### src/rtl/instr_loader.sv
// Instruction loader: receives a length-prefixed, XOR-checksummed byte frame and
// writes it into instruction memory as 16-bit words, holding the core in reset until loaded.
module instr_loader #(
  parameter int DEPTH_W = 8
) (
  input  logic               clk,
  input  logic               rst,
  input  logic               start,
  input  logic               rx_valid,
  input  logic [7:0]         rx_data,
  output logic               rx_ready,
  output logic               imem_we,
  output logic [DEPTH_W-1:0] imem_addr,
  output logic [15:0]        imem_wd,
  output logic               core_rst_n,
  output logic               busy,
  output logic               done,
  output logic               err
);

  typedef enum logic [2:0] {
    S_IDLE   = 3'd0,
    S_HDR_HI = 3'd1,
    S_HDR_LO = 3'd2,
    S_DAT_HI = 3'd3,
    S_DAT_LO = 3'd4,
    S_CHK    = 3'd5,
    S_DONE   = 3'd6,
    S_ERR    = 3'd7
  } state_t;

  localparam logic [16:0] MAX_WORDS = 17'd1 << DEPTH_W;

  state_t             state_r;
  state_t             next_s;
  logic [15:0]        count_r;
  logic [7:0]         hi_byte_r;
  logic [DEPTH_W:0]   idx_r;
  logic [7:0]         csum_r;
  logic               rx_ready_r;
  logic               imem_we_r;
  logic [DEPTH_W-1:0] imem_addr_r;
  logic [15:0]        imem_wd_r;
  logic               core_rst_n_r;
  logic               busy_r;
  logic               done_r;
  logic               err_r;

  logic               xfer_s;
  logic               start_acc_s;
  logic [15:0]        count_s;
  logic               last_word_s;

  // States in which the loader consumes stream bytes
  function automatic logic accepts_bytes(input state_t s);
    case (s)
      S_HDR_HI, S_HDR_LO, S_DAT_HI, S_DAT_LO, S_CHK: accepts_bytes = 1'b1;
      default:                                     accepts_bytes = 1'b0;
    endcase
  endfunction

  assign xfer_s      = rx_valid && rx_ready_r;
  assign start_acc_s = start && ((state_r == S_IDLE) || (state_r == S_DONE) || (state_r == S_ERR));
  assign count_s     = {count_r[15:8], rx_data};
  assign last_word_s = ((17'(idx_r) + 17'd1) == {1'b0, count_r});

  // Next-state decode
  always_comb begin
    next_s = state_r;
    case (state_r)
      S_IDLE, S_DONE, S_ERR: begin
        if (start_acc_s) next_s = S_HDR_HI;
        else             next_s = state_r;
      end
      S_HDR_HI: begin
        if (xfer_s) next_s = S_HDR_LO;
        else        next_s = state_r;
      end
      S_HDR_LO: begin
        if (!xfer_s)                              next_s = state_r;
        else if (count_s == 16'd0)                next_s = S_CHK;
        else if ({1'b0, count_s} > MAX_WORDS)     next_s = S_ERR;
        else                                      next_s = S_DAT_HI;
      end
      S_DAT_HI: begin
        if (xfer_s) next_s = S_DAT_LO;
        else        next_s = state_r;
      end
      S_DAT_LO: begin
        if (!xfer_s)         next_s = state_r;
        else if (last_word_s) next_s = S_CHK;
        else                 next_s = S_DAT_HI;
      end
      S_CHK: begin
        if (!xfer_s)                next_s = state_r;
        else if (rx_data == csum_r) next_s = S_DONE;
        else                        next_s = S_ERR;
      end
      default: next_s = S_IDLE;
    endcase
  end

  // State register with status outputs registered from the next state
  always_ff @(posedge clk or negedge rst) begin
    if (!rst) begin
      state_r      <= S_IDLE;
      rx_ready_r   <= 1'b0;
      busy_r       <= 1'b0;
      done_r       <= 1'b0;
      err_r        <= 1'b0;
      core_rst_n_r <= 1'b0;
    end else begin
      state_r      <= next_s;
      rx_ready_r   <= accepts_bytes(next_s);
      busy_r       <= accepts_bytes(next_s);
      done_r       <= (next_s == S_DONE);
      err_r        <= (next_s == S_ERR);
      core_rst_n_r <= (next_s == S_DONE);
    end
  end

  // Frame datapath: header count, word assembly, write strobe, index and checksum
  always_ff @(posedge clk or negedge rst) begin
    if (!rst) begin
      count_r     <= 16'd0;
      hi_byte_r   <= 8'd0;
      idx_r       <= '0;
      csum_r      <= 8'd0;
      imem_we_r   <= 1'b0;
      imem_addr_r <= '0;
      imem_wd_r   <= 16'd0;
    end else begin
      imem_we_r <= 1'b0;
      if (start_acc_s) begin
        idx_r  <= '0;
        csum_r <= 8'd0;
      end else if (xfer_s) begin
        // The checksum byte itself is compared, not accumulated
        if (state_r != S_CHK) csum_r <= csum_r ^ rx_data;
        else                  csum_r <= csum_r;
        case (state_r)
          S_HDR_HI: count_r[15:8] <= rx_data;
          S_HDR_LO: count_r[7:0]  <= rx_data;
          S_DAT_HI: hi_byte_r     <= rx_data;
          S_DAT_LO: begin
            imem_we_r   <= 1'b1;
            imem_addr_r <= idx_r[DEPTH_W-1:0];
            imem_wd_r   <= {hi_byte_r, rx_data};
            idx_r       <= idx_r + 1'b1;
          end
          default: hi_byte_r <= hi_byte_r;
        endcase
      end else begin
        csum_r <= csum_r;
      end
    end
  end

  assign rx_ready   = rx_ready_r;
  assign imem_we    = imem_we_r;
  assign imem_addr  = imem_addr_r;
  assign imem_wd    = imem_wd_r;
  assign core_rst_n = core_rst_n_r;
  assign busy       = busy_r;
  assign done       = done_r;
  assign err        = err_r;

endmodule

### config.mk
export PLATFORM = sky130hd
export DESIGN_NAME = instr_loader
export DESIGN_NICKNAME = d
export VERILOG_FILES = /design/src/rtl/instr_loader.sv
export SDC_FILE = /design/constraint.sdc
export NUM_CORES = 1
export LEC_CHECK = 0
export BUFFER_PORTS_ARGS = -buffer_cell sky130_fd_sc_hd__buf_2
export CAP_MARGIN = 20
export CORE_MARGIN = 5
export CORE_UTILIZATION = 30
export DETAILED_ROUTE_END_ITERATION = 10
export HOLD_SLACK_MARGIN = 0.1
export PLACE_DENSITY = 0.54
export SKIP_LAST_GASP = 1
export SLEW_MARGIN = 40
export SYNTH_ARGS = -nofsm -noshare
export SYNTH_HDL_FRONTEND = slang
export SYNTH_SLANG_ARGS = --single-unit
export TNS_END_PERCENT = 100
### constraint.sdc
create_clock -name clk -period 4.9 [get_ports clk]
set_input_delay 0.735 -clock clk [delete_from_list [all_inputs] [get_ports clk]]
set_output_delay 0.735 -clock clk [all_outputs]
set_load 0.05 [all_outputs]
======== Yosys cells after proc, flatten, opt, wreduce, memory -nomap -nowiden ========
Cells that the tools add are included.
storage, ports and cells
  word-level logic and storage cells ...... 72
  flip-flop bits (word level) ............. 72
  input bits .............................. 12
cells by class
  add/subtract/negate cells ............... 2
  reductions and logical operators ........ 17
  mux-type cells .......................... 21
  bitwise operators ....................... 2
  order comparisons ....................... 1
  equality and inequality tests ........... 17
operators by type and width
  cell                    number
  $mux W3                 9
  $mux W9                 3
  $eq A3 B3 Y1 const B    8
  $mux W8                 3
  $pmux W3 S6             1
  $eq A10 B16 Y1          1
  $gt A16 B9 Y1 const B   1
  $logic_not A16 Y1       1
  $eq A3 B2 Y1 const B    4
  $reduce_and A3 Y1       4
  $add A9 B1 Y10 const B  1
  $add A9 B1 Y9 const B   1
  $eq A8 B8 Y1            1
  $xor A8 B8 Y8           1
  $eq A3 B1 Y1 const B    2
  $reduce_bool A2 Y1      3
  $mux W1                 5
  $reduce_or A5 Y1        1
  $reduce_and A2 Y1       2
  $logic_not A3 Y1        1
  $ne A3 B3 Y1 const B    1
  $reduce_or A3 Y1        1
  $logic_and A1 B1 Y1     2
  $logic_or A1 B1 Y1      2
  $not A1 Y1              1

======== Longest topological paths before layout ========
  word-level depth ........................ 9
  gate-level depth with buffers ........... 8
  mapped depth without buffers ............ 7

======== Worst setup path before layout ========
Ideal clock, no wire load.
  path type ............................... input-to-reg
  from .................................... input rx_data[1]
  to ...................................... register busy_r, in the netlist busy
  stages .................................. 7
  library setup time ...................... 0.125 ns
  path slack .............................. 2.461 ns
  buffers on the path ..................... 1
  arrival time ............................ 2.314 ns
  required time ........................... 4.775 ns
  cell sequence ........................... clkbuf_1 > nor4_4 > nand4_1 > nor4_1 > nor2_4 > a211oi_4 > mux2_4
between the ends
  cells in the longest elaborated chain, start to end .. 8
  elaborated cells on any way between the ends .. 16
  classes of those cells .................. 1 x order compare; 6 x eq/ne; 7 x mux; 2 x reduce/logical
RTL lines
  item                                        RTL line  text
  from (decl)                                 10        input logic [7:0] rx_data,
  $gt A16 B9 Y1                               82        else if ({1'b0, count_s} > MAX_WORDS) next_s = S_ERR;
  $mux W3                                     82
  $mux W3                                     81        else if (count_s == 16'd0) next_s = S_CHK;
  $mux W3                                     80        if (!xfer_s) next_s = state_r;
  $pmux W3 S6 *                               70        case (state_r)
  $eq A3 B1 Y1, or another cell as far along  56        case (s)
  $reduce_or A5 Y1 *                          56
  $mux W1 *                                   56
  to (signal assigned)                        115       busy_r <= accepts_bytes(next_s);
  to (decl)                                   45        logic busy_r;
Mark *: on every way between the ends. The rest lies on a longest branch, timed or not.
A chain may end at the register's enable or synchronous reset.

======== Final worst setup path ========
  from .................................... register idx_r[0]
  to ...................................... register busy_r, in the netlist busy
between the ends
  cells in the longest elaborated chain, start to end .. 8
  elaborated cells on any way between the ends .. 12
  classes of those cells .................. 1 x add/sub; 6 x eq/ne; 4 x mux; 1 x reduce/logical
RTL lines
  item                                        RTL line  text
  from (decl)                                 38        logic [DEPTH_W:0] idx_r;
  from (signal assigned)                      149       idx_r <= idx_r + 1'b1;
  $add A9 B1 Y10 *                            65        assign last_word_s = ((17'(idx_r) + 17'd1) == {1'b0, count_r});
  $eq A10 B16 Y1 *                            65
  $mux W3 *                                   91        else if (last_word_s) next_s = S_CHK;
  $mux W3 *                                   90        if (!xfer_s) next_s = state_r;
  $pmux W3 S6 *                               70
  $eq A3 B1 Y1, or another cell as far along  56
  $reduce_or A5 Y1 *                          56
  $mux W1 *                                   56
Marked as above.

==> metrics.cfg <==
[die]
io-pin-count=42
die-area_um2=14300
fp-row-count=40
core_um2=11900
die_h_um=120
initial_utilization_pct=30.3
die_x_um=120

[timing]
hold_violations=0
max_freq_mhz=398
clock_skew_ns=0.00578
slew_violations=0
setup-tns-final_ns=0
period_share_pct=51.2
worst_slack_ns=2.39
slew_headroom_pct=55.5
rsz0062_at_grt=false
min_period_ns=2.51
worst_slew_pin_slew_ns=0.665
setup_viol=0
whs_ns=0.350

[global_routing]
top_usage_layer=met2
use_met3_pct=4.81
use_met1_pct=16.5
grt_pass1_vias=2663
grt.total_usage_pct=12.6
overflow=0
grt_max_degree=41
antenna_found_initial=0
gr-usage-met2_pct=19.6
grt_pass1_wl_um=14100

[synthesis]
synth-main-ff-cell=dfrtp_1
yosysSeqAreaShare_pct=49.9
postSynthCellCount=368
synthArstFlopShare_pct=100
ys_seq_elements=72
synth_cell_types=55
ys_warn_count=0
syn_avg_cell_area_um2=9.82
synth.net_count=381
synth_area_um2=3610
synth_edf_count=0

[critical_path]
crit_type=reg2reg
worstPathMaxFanout=7
cp_slowest_cell=dfrtp_1
worst-endpoint-required_ns=5.12
reg2regPathDepth=7
reg2reg_from=idx_r[0]$_DFFE_PN0P_
max_stage_delay_ns=0.47
start_kind=flip-flop
rrSetupSlack_ns=2.39
timing.rr.end=busy$_DFF_PN0_
critical_path.cell_chain=ha_1 -> and4_1 -> nand4b_1 -> a2111oi_2 -> a31oi_1 -> a211oi_4 -> mux2_4
worstSetupEndpointType=flip-flop
cp_data_arrival_time_ns=2.73

[drt]
wl_per_cell_um=15.2
wirelength_um=8400
drc_errors=0
routed_via_density=4.84
dr.first_iter.drc_count=114
dr.pass1.iters=4
postRouteAntennaNets=0
vias=2667

[clocking]
cts_tree=done
clockBufferDepth=2
post_cts_buffers=0
cts-buffers-inserted=9
cts-root-buf=clkbuf_16
h-tree-depth=3
cts-hold-fix-buffers=0
cts_sinks=72
clk_pin_slew_ns=0.06
clk_latency_ns=0.33
cts_resized=0

[cells_and_area]
diodes=0
layout-drive-gt1-share_pct=25.5
postLayoutCoreUtil_pct=35.6
final_common_cell=nand2_1
finalNonFillerCells=551
mostFrequentLayoutCells=nand2_1 (95), dfrtp_1 (72), buf_2 (41)
area_growth_pct=17.3
nets=412

[pwr]
p_seq_share_pct=36.7
switching_share_pct=40.4
power.leakage_nw=1.99
p_int_w=0.00169
p_comb_share_pct=37.9
pwr-share-clk_pct=25.4
switching_power_w=0.00115
peakVddDrop_uv=242
p_per_area_nw_per_um2=671

[placement]
place_congestion=0.737
post-place-ws_ns=2.20
place_hpwl_um=5770
placed_cells=535
portBuffers=41

[flow_run]
maxCapViolations=0

[run_status]
status=finished, final reports clean

[hold_path]
hold_path.class=in2async

==> synth_stat cells (3+ instances only) <==
cell	instances	area share, %
nand2b_1	10	1.7
clkbuf_1	15	1.6
nand2_1	95	9.9
a31oi_1	3	0.52
buf_4	3	0.62
nor3_1	3	0.42
dfrtp_1	72	50
o21ai_0	20	2.8
nor2_1	18	1.9
a21oi_1	3	0.42
inv_1	6	0.62
xor2_1	8	1.9
nand3_1	9	1.2
nand4_1	6	1.0
xnor2_1	9	2.2
mux2_2	24	7.5
o21ai_1	15	2.1
buf_2	4	0.55
==> per-stage QoR <==
step	total power [W]	area (um^2)
after CTS	0.00287	4240
after global placement	0.00211	3900
after detailed placement	0.00214	3910
after global routing	0.00302	4240
after floorplan	0.00187	3610
final	0.00284	4240
==> area by class of cell <==
cell class              count  area, um^2
well taps                 147         184
clock buffers              12         256
inverters                   7        26.3
multi-input cells         264        1660
repair buffers             45         235
flip-flops and latches     72        1800
fillers                  1195        7670
clock inverters             4        76.3
==> cell families after synthesis <==
kind of cell | count (synthesis) | share of synthesized area [%]
AO/OA/AOI/OAI | 58 | 10.9
multiplexers | 26 | 8.17
adder cells (fa/ha/maj) | 1 | 0.346
buffers and inverters | 32 | 4.29
flip-flops | 72 | 49.9
AND/OR/NAND/NOR | 159 | 21.0
XOR/XNOR | 20 | 5.47
==> worst max-delay path, delay by kind of cell (launching register included) <==
kind	cells	cell delay (ns)
AO/OA/AOI/OAI	3	0.83
adder cells (fa/ha/maj)	1	0.34
flip-flops	1	0.47
multiplexers	1	0.33
AND/OR/NAND/NOR	2	0.43
==> registers in the layout, summed over array words and instances (netlist names), 3 cells and up <==
register,flops
count_r,16
idx_r,9
imem_wd,16
csum_r,8
imem_addr,8
hi_byte_r,8
state_r,3
==> worst max-delay path by stage <==
stage / startpoint / end / slack [ns] / cells after the start
finish: idx_r[0]$_DFFE_PN0P_ / busy$_DFF_PN0_ / 2.39 / 7
global route: idx_r[0]$_DFFE_PN0P_ / busy$_DFF_PN0_ / 2.17 / 7
CTS: idx_r[0]$_DFFE_PN0P_ / busy$_DFF_PN0_ / 2.37 / 7
detailed placement: rx_valid / busy$_DFF_PN0_ / 2.20 / 7
global placement: rx_valid / busy$_DFF_PN0_ / 2.24 / 7
floorplan: rx_data[1] / busy$_DFF_PN0_ / 2.46 / 7
==> power by group through the flow <==
stage	Combinational (W)	Sequential [W]	Clock (W)
after floorplan	0.000658	0.00121	0
after global placement	0.00107	0.00104	0
after detailed placement	0.00109	0.00105	0
after CTS	0.00109	0.00104	0.000739
after global routing	0.00117	0.00108	0.000767
final	0.00108	0.00104	0.000722
==> metal layers <==
layer	wire length [um]	vias to the layer above
met5	0	-
met4	83	0
met3	292	8
met2	3930	38
met1	4090	1317
li1	-	1304
Power figures use the tool's default switching activity.
